<file path="config.mk">
export PLATFORM = sky130hd
export DESIGN_NAME = xy_router_rr_flat
export DESIGN_NICKNAME = d
export VERILOG_FILES = /design/src/rtl/xy_router_rr_if.sv /design/src/rtl/xy_router_rr.sv /design/src/flat_wrapper.sv
export SDC_FILE = /design/constraint.sdc
export NUM_CORES = 1
export LEC_CHECK = 0
export ABC_AREA = 1
export CAP_MARGIN = 10
export CORE_MARGIN = 1.5
export CORE_UTILIZATION = 35
export DETAILED_ROUTE_END_ITERATION = 12
export SLEW_MARGIN = 25
export SYNTH_ARGS = -nofsm -noshare
export SYNTH_HDL_FRONTEND = slang
export SYNTH_SLANG_ARGS = --single-unit
</file>
<file path="constraint.sdc">
create_clock -name clk_i -period 5.29 [get_ports clk_i]
set_input_delay 0.529 -clock clk_i [delete_from_list [all_inputs] [get_ports clk_i]]
set_output_delay 0.529 -clock clk_i [all_outputs]
set_load 0.05 [all_outputs]
</file>
<file path="src/rtl/xy_router_rr_if.sv">
// Packet-side bundle of the XY router: input write strobes/packets, downstream full flags,
// and the registered output strobes/packets.
interface xy_router_rr_if #(
    parameter int PORT_N = 5,
    parameter int PCKT_W = 16
);
    logic [PORT_N-1:0]        wr_en_sw_i;
    logic [PCKT_W*PORT_N-1:0] pckt_sw_i;
    logic [PORT_N-1:0]        in_fifo_full_o;
    logic [PORT_N-1:0]        in_fifo_overflow_o;
    logic [PORT_N-1:0]        nxt_fifo_full_i;
    logic [PORT_N-1:0]        wr_en_sw_o;
    logic [PCKT_W*PORT_N-1:0] pckt_sw_o;

    modport master (
        output wr_en_sw_i, pckt_sw_i, nxt_fifo_full_i,
        input  in_fifo_full_o, in_fifo_overflow_o, wr_en_sw_o, pckt_sw_o
    );

    modport slave (
        input  wr_en_sw_i, pckt_sw_i, nxt_fifo_full_i,
        output in_fifo_full_o, in_fifo_overflow_o, wr_en_sw_o, pckt_sw_o
    );
endinterface

</file>
<file path="src/rtl/xy_router_rr.sv">
// 5-port XY mesh router: per-input FIFO, dimension-ordered route (X first),
// per-output round-robin arbitration gated by downstream full, registered outputs.
module xy_router_rr #(
    parameter int COL_CORD        = 0,
    parameter int ROW_CORD        = 0,
    parameter int PORT_N          = 5,
    parameter int IN_FIFO_DEPTH_W = 3,
    parameter int PCKT_COL_ADDR_W = 4,
    parameter int PCKT_ROW_ADDR_W = 4,
    parameter int PCKT_DATA_W     = 8,
    parameter int PCKT_W          = PCKT_COL_ADDR_W + PCKT_ROW_ADDR_W + PCKT_DATA_W
) (
    input  logic          clk_i,
    input  logic          rst_i,
    xy_router_rr_if.slave bus
);
    localparam int DEPTH = 1 << IN_FIFO_DEPTH_W;
    localparam int CNT_W = IN_FIFO_DEPTH_W + 1;
    localparam int IDX_W = $clog2(PORT_N);
    localparam int P_RES = 0;
    localparam int P_NTH = 1;
    localparam int P_EST = 2;
    localparam int P_STH = 3;
    localparam int P_WST = 4;

    logic [PCKT_W-1:0] head       [PORT_N];
    logic [PORT_N-1:0] req        [PORT_N];  // req[input][output]
    logic [IDX_W-1:0]  rr_ptr     [PORT_N];
    logic [IDX_W-1:0]  grant_idx  [PORT_N];
    logic [PCKT_W-1:0] grant_pckt [PORT_N];
    logic [PORT_N-1:0] grant_vld;
    logic [PORT_N-1:0] pop;
    logic [PORT_N-1:0] full;
    logic [PORT_N-1:0] ovf;
    logic [IDX_W-1:0]  cand_idx;
    int                cand;

    genvar gi;
    generate
        for (gi = 0; gi < PORT_N; gi++) begin : g_in
            logic [PCKT_W-1:0]          mem_q [DEPTH];
            logic [IN_FIFO_DEPTH_W-1:0] wr_ptr_q, rd_ptr_q;
            logic [CNT_W-1:0]           cnt_q, cnt_d;
            logic                       ovf_q;
            logic                       push;
            logic [PORT_N-1:0]          route;
            logic [PCKT_COL_ADDR_W-1:0] dst_col;
            logic [PCKT_ROW_ADDR_W-1:0] dst_row;

            assign full[gi]  = (cnt_q == CNT_W'(DEPTH));
            assign push      = bus.wr_en_sw_i[gi] && !full[gi];
            assign cnt_d     = cnt_q + CNT_W'(push) - CNT_W'(pop[gi]);
            assign head[gi]  = mem_q[rd_ptr_q];
            assign dst_col   = head[gi][PCKT_W-1 -: PCKT_COL_ADDR_W];
            assign dst_row   = head[gi][PCKT_DATA_W +: PCKT_ROW_ADDR_W];
            assign req[gi]   = route;
            assign ovf[gi]   = ovf_q;

            // X is resolved before Y; an empty FIFO requests nothing
            always_comb begin
                route = '0;
                if (cnt_q != '0) begin
                    if (dst_col > PCKT_COL_ADDR_W'(COL_CORD))      route[P_EST] = 1'b1;
                    else if (dst_col < PCKT_COL_ADDR_W'(COL_CORD)) route[P_WST] = 1'b1;
                    else if (dst_row > PCKT_ROW_ADDR_W'(ROW_CORD)) route[P_STH] = 1'b1;
                    else if (dst_row < PCKT_ROW_ADDR_W'(ROW_CORD)) route[P_NTH] = 1'b1;
                    else                                           route[P_RES] = 1'b1;
                end
            end

            always_ff @(posedge clk_i) begin
                if (push && !rst_i) mem_q[wr_ptr_q] <= bus.pckt_sw_i[gi*PCKT_W +: PCKT_W];
            end

            always_ff @(posedge clk_i) begin
                if (rst_i) begin
                    wr_ptr_q <= '0;
                    rd_ptr_q <= '0;
                    cnt_q    <= '0;
                    ovf_q    <= 1'b0;
                end else begin
                    if (push)    wr_ptr_q <= wr_ptr_q + 1'b1;
                    if (pop[gi]) rd_ptr_q <= rd_ptr_q + 1'b1;
                    cnt_q <= cnt_d;
                    ovf_q <= bus.wr_en_sw_i[gi] && full[gi];
                end
            end
        end
    endgenerate

    // Each head requests exactly one output, so an input can never win twice per cycle.
    always_comb begin
        pop      = '0;
        cand     = 0;
        cand_idx = '0;
        for (int o = 0; o < PORT_N; o++) begin
            grant_vld[o]  = 1'b0;
            grant_idx[o]  = '0;
            grant_pckt[o] = '0;
            if (!bus.nxt_fifo_full_i[o]) begin
                for (int k = 0; k < PORT_N; k++) begin
                    cand     = (int'(rr_ptr[o]) + k) % PORT_N;
                    cand_idx = IDX_W'(cand);
                    if (!grant_vld[o] && req[cand_idx][o]) begin
                        grant_vld[o]  = 1'b1;
                        grant_idx[o]  = cand_idx;
                        grant_pckt[o] = head[cand_idx];
                        pop[cand_idx] = 1'b1;
                    end
                end
            end
        end
    end

    generate
        for (gi = 0; gi < PORT_N; gi++) begin : g_out
            logic [IDX_W-1:0]  ptr_q, ptr_d;
            logic              wr_en_q;
            logic [PCKT_W-1:0] pckt_q;

            assign ptr_d = (grant_idx[gi] == IDX_W'(PORT_N - 1)) ? '0 : grant_idx[gi] + 1'b1;
            assign rr_ptr[gi] = ptr_q;
            assign bus.wr_en_sw_o[gi] = wr_en_q;
            assign bus.pckt_sw_o[gi*PCKT_W +: PCKT_W] = pckt_q;

            // payload holds between grants; only the strobe drops
            always_ff @(posedge clk_i) begin
                if (rst_i) begin
                    ptr_q   <= '0;
                    wr_en_q <= 1'b0;
                    pckt_q  <= '0;
                end else begin
                    wr_en_q <= grant_vld[gi];
                    if (grant_vld[gi]) begin
                        pckt_q <= grant_pckt[gi];
                        ptr_q  <= ptr_d;
                    end
                end
            end
        end
    endgenerate

    assign bus.in_fifo_full_o     = full;
    assign bus.in_fifo_overflow_o = ovf;
endmodule

</file>
<file path="src/flat_wrapper.sv">
// flat-port wrapper written by rule: the top's interface ports become plain ports
module xy_router_rr_flat 
#(
    parameter int COL_CORD        = 0,
    parameter int ROW_CORD        = 0,
    parameter int PORT_N          = 5,
    parameter int IN_FIFO_DEPTH_W = 3,
    parameter int PCKT_COL_ADDR_W = 4,
    parameter int PCKT_ROW_ADDR_W = 4,
    parameter int PCKT_DATA_W     = 8,
    parameter int PCKT_W          = PCKT_COL_ADDR_W + PCKT_ROW_ADDR_W + PCKT_DATA_W
)
  (clk_i, rst_i, bus_wr_en_sw_i, bus_pckt_sw_i, bus_nxt_fifo_full_i, bus_in_fifo_full_o, bus_in_fifo_overflow_o, bus_wr_en_sw_o, bus_pckt_sw_o);
  xy_router_rr_if #(.PORT_N(PORT_N), .PCKT_W(PCKT_W)) bus_i ();
  input  logic clk_i;
  input  logic rst_i;
  input wire logic [$bits(bus_i.wr_en_sw_i)-1:0] bus_wr_en_sw_i;
  input wire logic [$bits(bus_i.pckt_sw_i)-1:0] bus_pckt_sw_i;
  input wire logic [$bits(bus_i.nxt_fifo_full_i)-1:0] bus_nxt_fifo_full_i;
  output wire logic [$bits(bus_i.in_fifo_full_o)-1:0] bus_in_fifo_full_o;
  output wire logic [$bits(bus_i.in_fifo_overflow_o)-1:0] bus_in_fifo_overflow_o;
  output wire logic [$bits(bus_i.wr_en_sw_o)-1:0] bus_wr_en_sw_o;
  output wire logic [$bits(bus_i.pckt_sw_o)-1:0] bus_pckt_sw_o;
  assign bus_i.wr_en_sw_i = bus_wr_en_sw_i;
  assign bus_i.pckt_sw_i = bus_pckt_sw_i;
  assign bus_i.nxt_fifo_full_i = bus_nxt_fifo_full_i;
  assign bus_in_fifo_full_o = bus_i.in_fifo_full_o;
  assign bus_in_fifo_overflow_o = bus_i.in_fifo_overflow_o;
  assign bus_wr_en_sw_o = bus_i.wr_en_sw_o;
  assign bus_pckt_sw_o = bus_i.pckt_sw_o;
  xy_router_rr #(.COL_CORD(COL_CORD), .ROW_CORD(ROW_CORD), .PORT_N(PORT_N), .IN_FIFO_DEPTH_W(IN_FIFO_DEPTH_W), .PCKT_COL_ADDR_W(PCKT_COL_ADDR_W), .PCKT_ROW_ADDR_W(PCKT_ROW_ADDR_W), .PCKT_DATA_W(PCKT_DATA_W), .PCKT_W(PCKT_W)) u_core (.clk_i(clk_i), .rst_i(rst_i), .bus(bus_i));
endmodule
</file>
==> metrics.md <==
| Metric | Value |
|---|---|
| Status | `completed` |
| Most frequent cells in the layout | `1410 x nand2_1, 640 x edfxtp_1, 527 x o21ai_0` |
| Post-synthesis sequential area ratio | `0.493` |
| Layout Area Growth over Synthesis | `16.2%` |
| Residual DRC | `0` |
| Via count | `approximately 40000` |
| Post-synth cell types | `64` |
| Total grt overflow | `0` |
| Final worst slack | `approximately 0.29 ns` |
| Die span in y | `359 µm` |
| Fmax | `between 150 and 200 MHz` |
| Final Util | `0.410` |
| Synth area leaders | `edfxtp_1 43%, nand2_1 12%, o21ai_0 6.0%` |
| Yosys warning count | `0` |
| Crit path buffers/inverters | `9` |
| Clock H-tree levels | `3` |
| Die X | `between 300 and 400 µm` |
| Max_slew headroom | `0.227` |
| Async set-reset flop share out of synthesis | `0` |
| Clock sink count | `770` |
| Longest Clk Path Bufs | `3` |
| Top_reg_cell synth | `edfxtp_1` |
| Synth Cell Area | `approximately 44000 µm²` |
| CP max FO | `4` |
| Max incr delay on CP | `about 0.52 ns` |
| Antenna viol nets, final | `0` |
| Drt initial violations | `4408` |
| RSZ-0062 raised after global routing | `yes` |
| Num ports | `between 150 and 200` |
| Pre-CTS setup slack | `0.0349 ns` |
| Vias per inst | `5.48` |
| Ant. Diodes | `0` |
| Fin Hold WS | `roughly 0.38 ns` |
| Cts bufs inserted | `82` |
| CTS root buf | `clkbuf_16` |
| Clock transition at path regs | `~0.060 ns` |
| Max_cap viols | `0` |
| Critical Path RT | `slightly below 6 ns` |
| Drt pass-1 iters | `6` |
| Half-perimeter wire length after placement | `about 110000 µm` |
| Routability congestion estimate | `between 1 and 1.5` |
| Synth Register Bits | `770` |
| Rows | `130` |
| Mean post-synth cell area | `between 8 and 9 µm²` |
| GRT Total Usage | `0.243` |
| Final WL | `159000 µm` |
| # fillers | `between 10000 and 15000` |
| Placed instance area | `about 48000 µm²` |
| Fin. max-slew vios | `0` |
| CP startpoint kind | `flop` |
| Commonest non-fill, non-tap cell in the layout | `nand2_1` |
| Critical-path top delay cell | `fa_2` |
| Synth top area share | `0.434` |
| Hold buffer count at CTS | `0` |
| Worst Path Class, Setup | `flop to flop` |
| Wirelength per Cell | `~22 µm` |
| Clk_lat worst skew | `slightly above 0.7 ns` |
| Final worst-path cycle share | `0.946` |
| TritonCTS clock tree | `done` |
| Final setup viols | `0` |
| Final instance area | `between 50000 and 60000 µm²` |
| Layout cell share with drive strength beyond 1 | `0.113` |
| Core box area | `126000 µm²` |
| Post-synth EDFFs | `between 600 and 700` |
| Initial antenna violation count | `3` |
| Cells after synthesis | `5309` |
| Most Frequent Cell on Critical Path | `inv_1` |
| Clock Skews | `0.0380 ns` |
| Endpoint class of the critical path | `flop` |
| Vias in the first global route | `37100` |
| Leading area contributor after synthesis | `edfxtp_1` |
| First-pass GRT wire length | `between 200000 and 250000 µm` |
| Fin nets | `between 5000 and 6000` |
| Crit path arrival time | `about 5.6 ns` |
| Die area | `approximately 130000 µm²` |
| Final hold vios | `0` |
| Tightest Pin Transition | `~1.2 ns` |
| Initial core utilization | `0.353` |
| Worst min-delay path class | `primary input to flop` |
| Largest net degree at the start of global routing | `66` |
| Crit-path leading delay family | `adder cells` |
| Crit path time final | `5.00 ns` |
| Number of port buffers | `150` |
## worst min-delay path: stages
cell             delay [ns]
clkdlybuf4s50_1        0.39
inv_1                  0.07
nor3_1                 0.05
## flip-flops by register name (all words and copies together) (netlist names), named ones only
register / count
u_core.g_out.ptr_q: 9
u_core.g_in.rd_ptr_q: 15
u_core.g_in.cnt_q: 20
u_core.g_in.ovf_q: 5
u_core.g_out.pckt_q: 48
u_core.g_in.mem_q: 640
u_core.g_in.wr_ptr_q: 15
u_core.g_out.wr_en_q: 3
## routing by layer
layer  wire length [µm]  track usage
met1              64300        0.315
met2              69900        0.372
met3              16200       0.0619
met4               9030        0.131
met5                 34            0
## synth_stat cells, types with 18 or more instances
master	count
nand2_1	1422
edfxtp_1	640
o21ai_0	529
inv_1	472
nand3_1	381
nor2_1	349
a21oi_1	284
clkbuf_1	167
dfxtp_1	130
ha_1	108
nand4_1	69
buf_4	65
buf_2	62
a32o_1	56
o22ai_1	50
o211ai_1	47
inv_2	46
a22oi_1	45
o21ai_1	40
o221ai_1	29
nand2_2	25
a211oi_1	21
nor2_2	19
buf_1	18
## layout make-up
cell class,instances,area [µm²],area share
well taps,1650,2060,0.0401
flip-flops and latches,770,21800,0.424
multi-input cells,3716,19200,0.373
inverters,531,2000,0.0389
repair buffers,440,3740,0.0727
clock buffers,105,2170,0.0422
clock inverters,47,457,0.00887
## metrics by stage
stage | TNS, ns | cells
floorplan | 0 | 5342
global placement | 0 | 7091
detailed placement | 0 | 7091
CTS | 0 | 7243
global route | -0.339 | 7259
finish | 0 | 7259
## path summary, 6_finish.rpt
path                                           start                                 endpoint  slack (ns)  cells past startpoint
max            u_core.g_out[0].ptr_q[1]$_SDFFE_PP0P_       u_core.g_in[2].cnt_q[1]$_SDFF_PP0_        0.29                     35
min                                bus_wr_en_sw_i[3]          u_core.g_in[3].ovf_q$_SDFF_PP0_        0.38                      3
max reg2reg    u_core.g_out[0].ptr_q[1]$_SDFFE_PP0P_       u_core.g_in[2].cnt_q[1]$_SDFF_PP0_        0.29                     35
min reg2reg  u_core.g_out[3].pckt_q[13]$_SDFFE_PP0P_  u_core.g_out[3].pckt_q[13]$_SDFFE_PP0P_        0.44                      2
## cells by family after synthesis
family | synth area share
simple gates | 0.225
fa+ha+maj | 0.0332
buf+inv | 0.0821
compound gates | 0.160
xor+xnor | 0.00712
other cells | 0.0000847
flops | 0.493
## what timing repair did
action	4_1_cts	5_1_grt
gates cloned	0	0
pin swaps	0	19
gates resized for setup	1	60
setup buffers	0	16
setup endpoints to repair	1	23
Power is not shown: default switching activity piles up to over one toggle a cycle in this logic, so the estimate is an artifact.
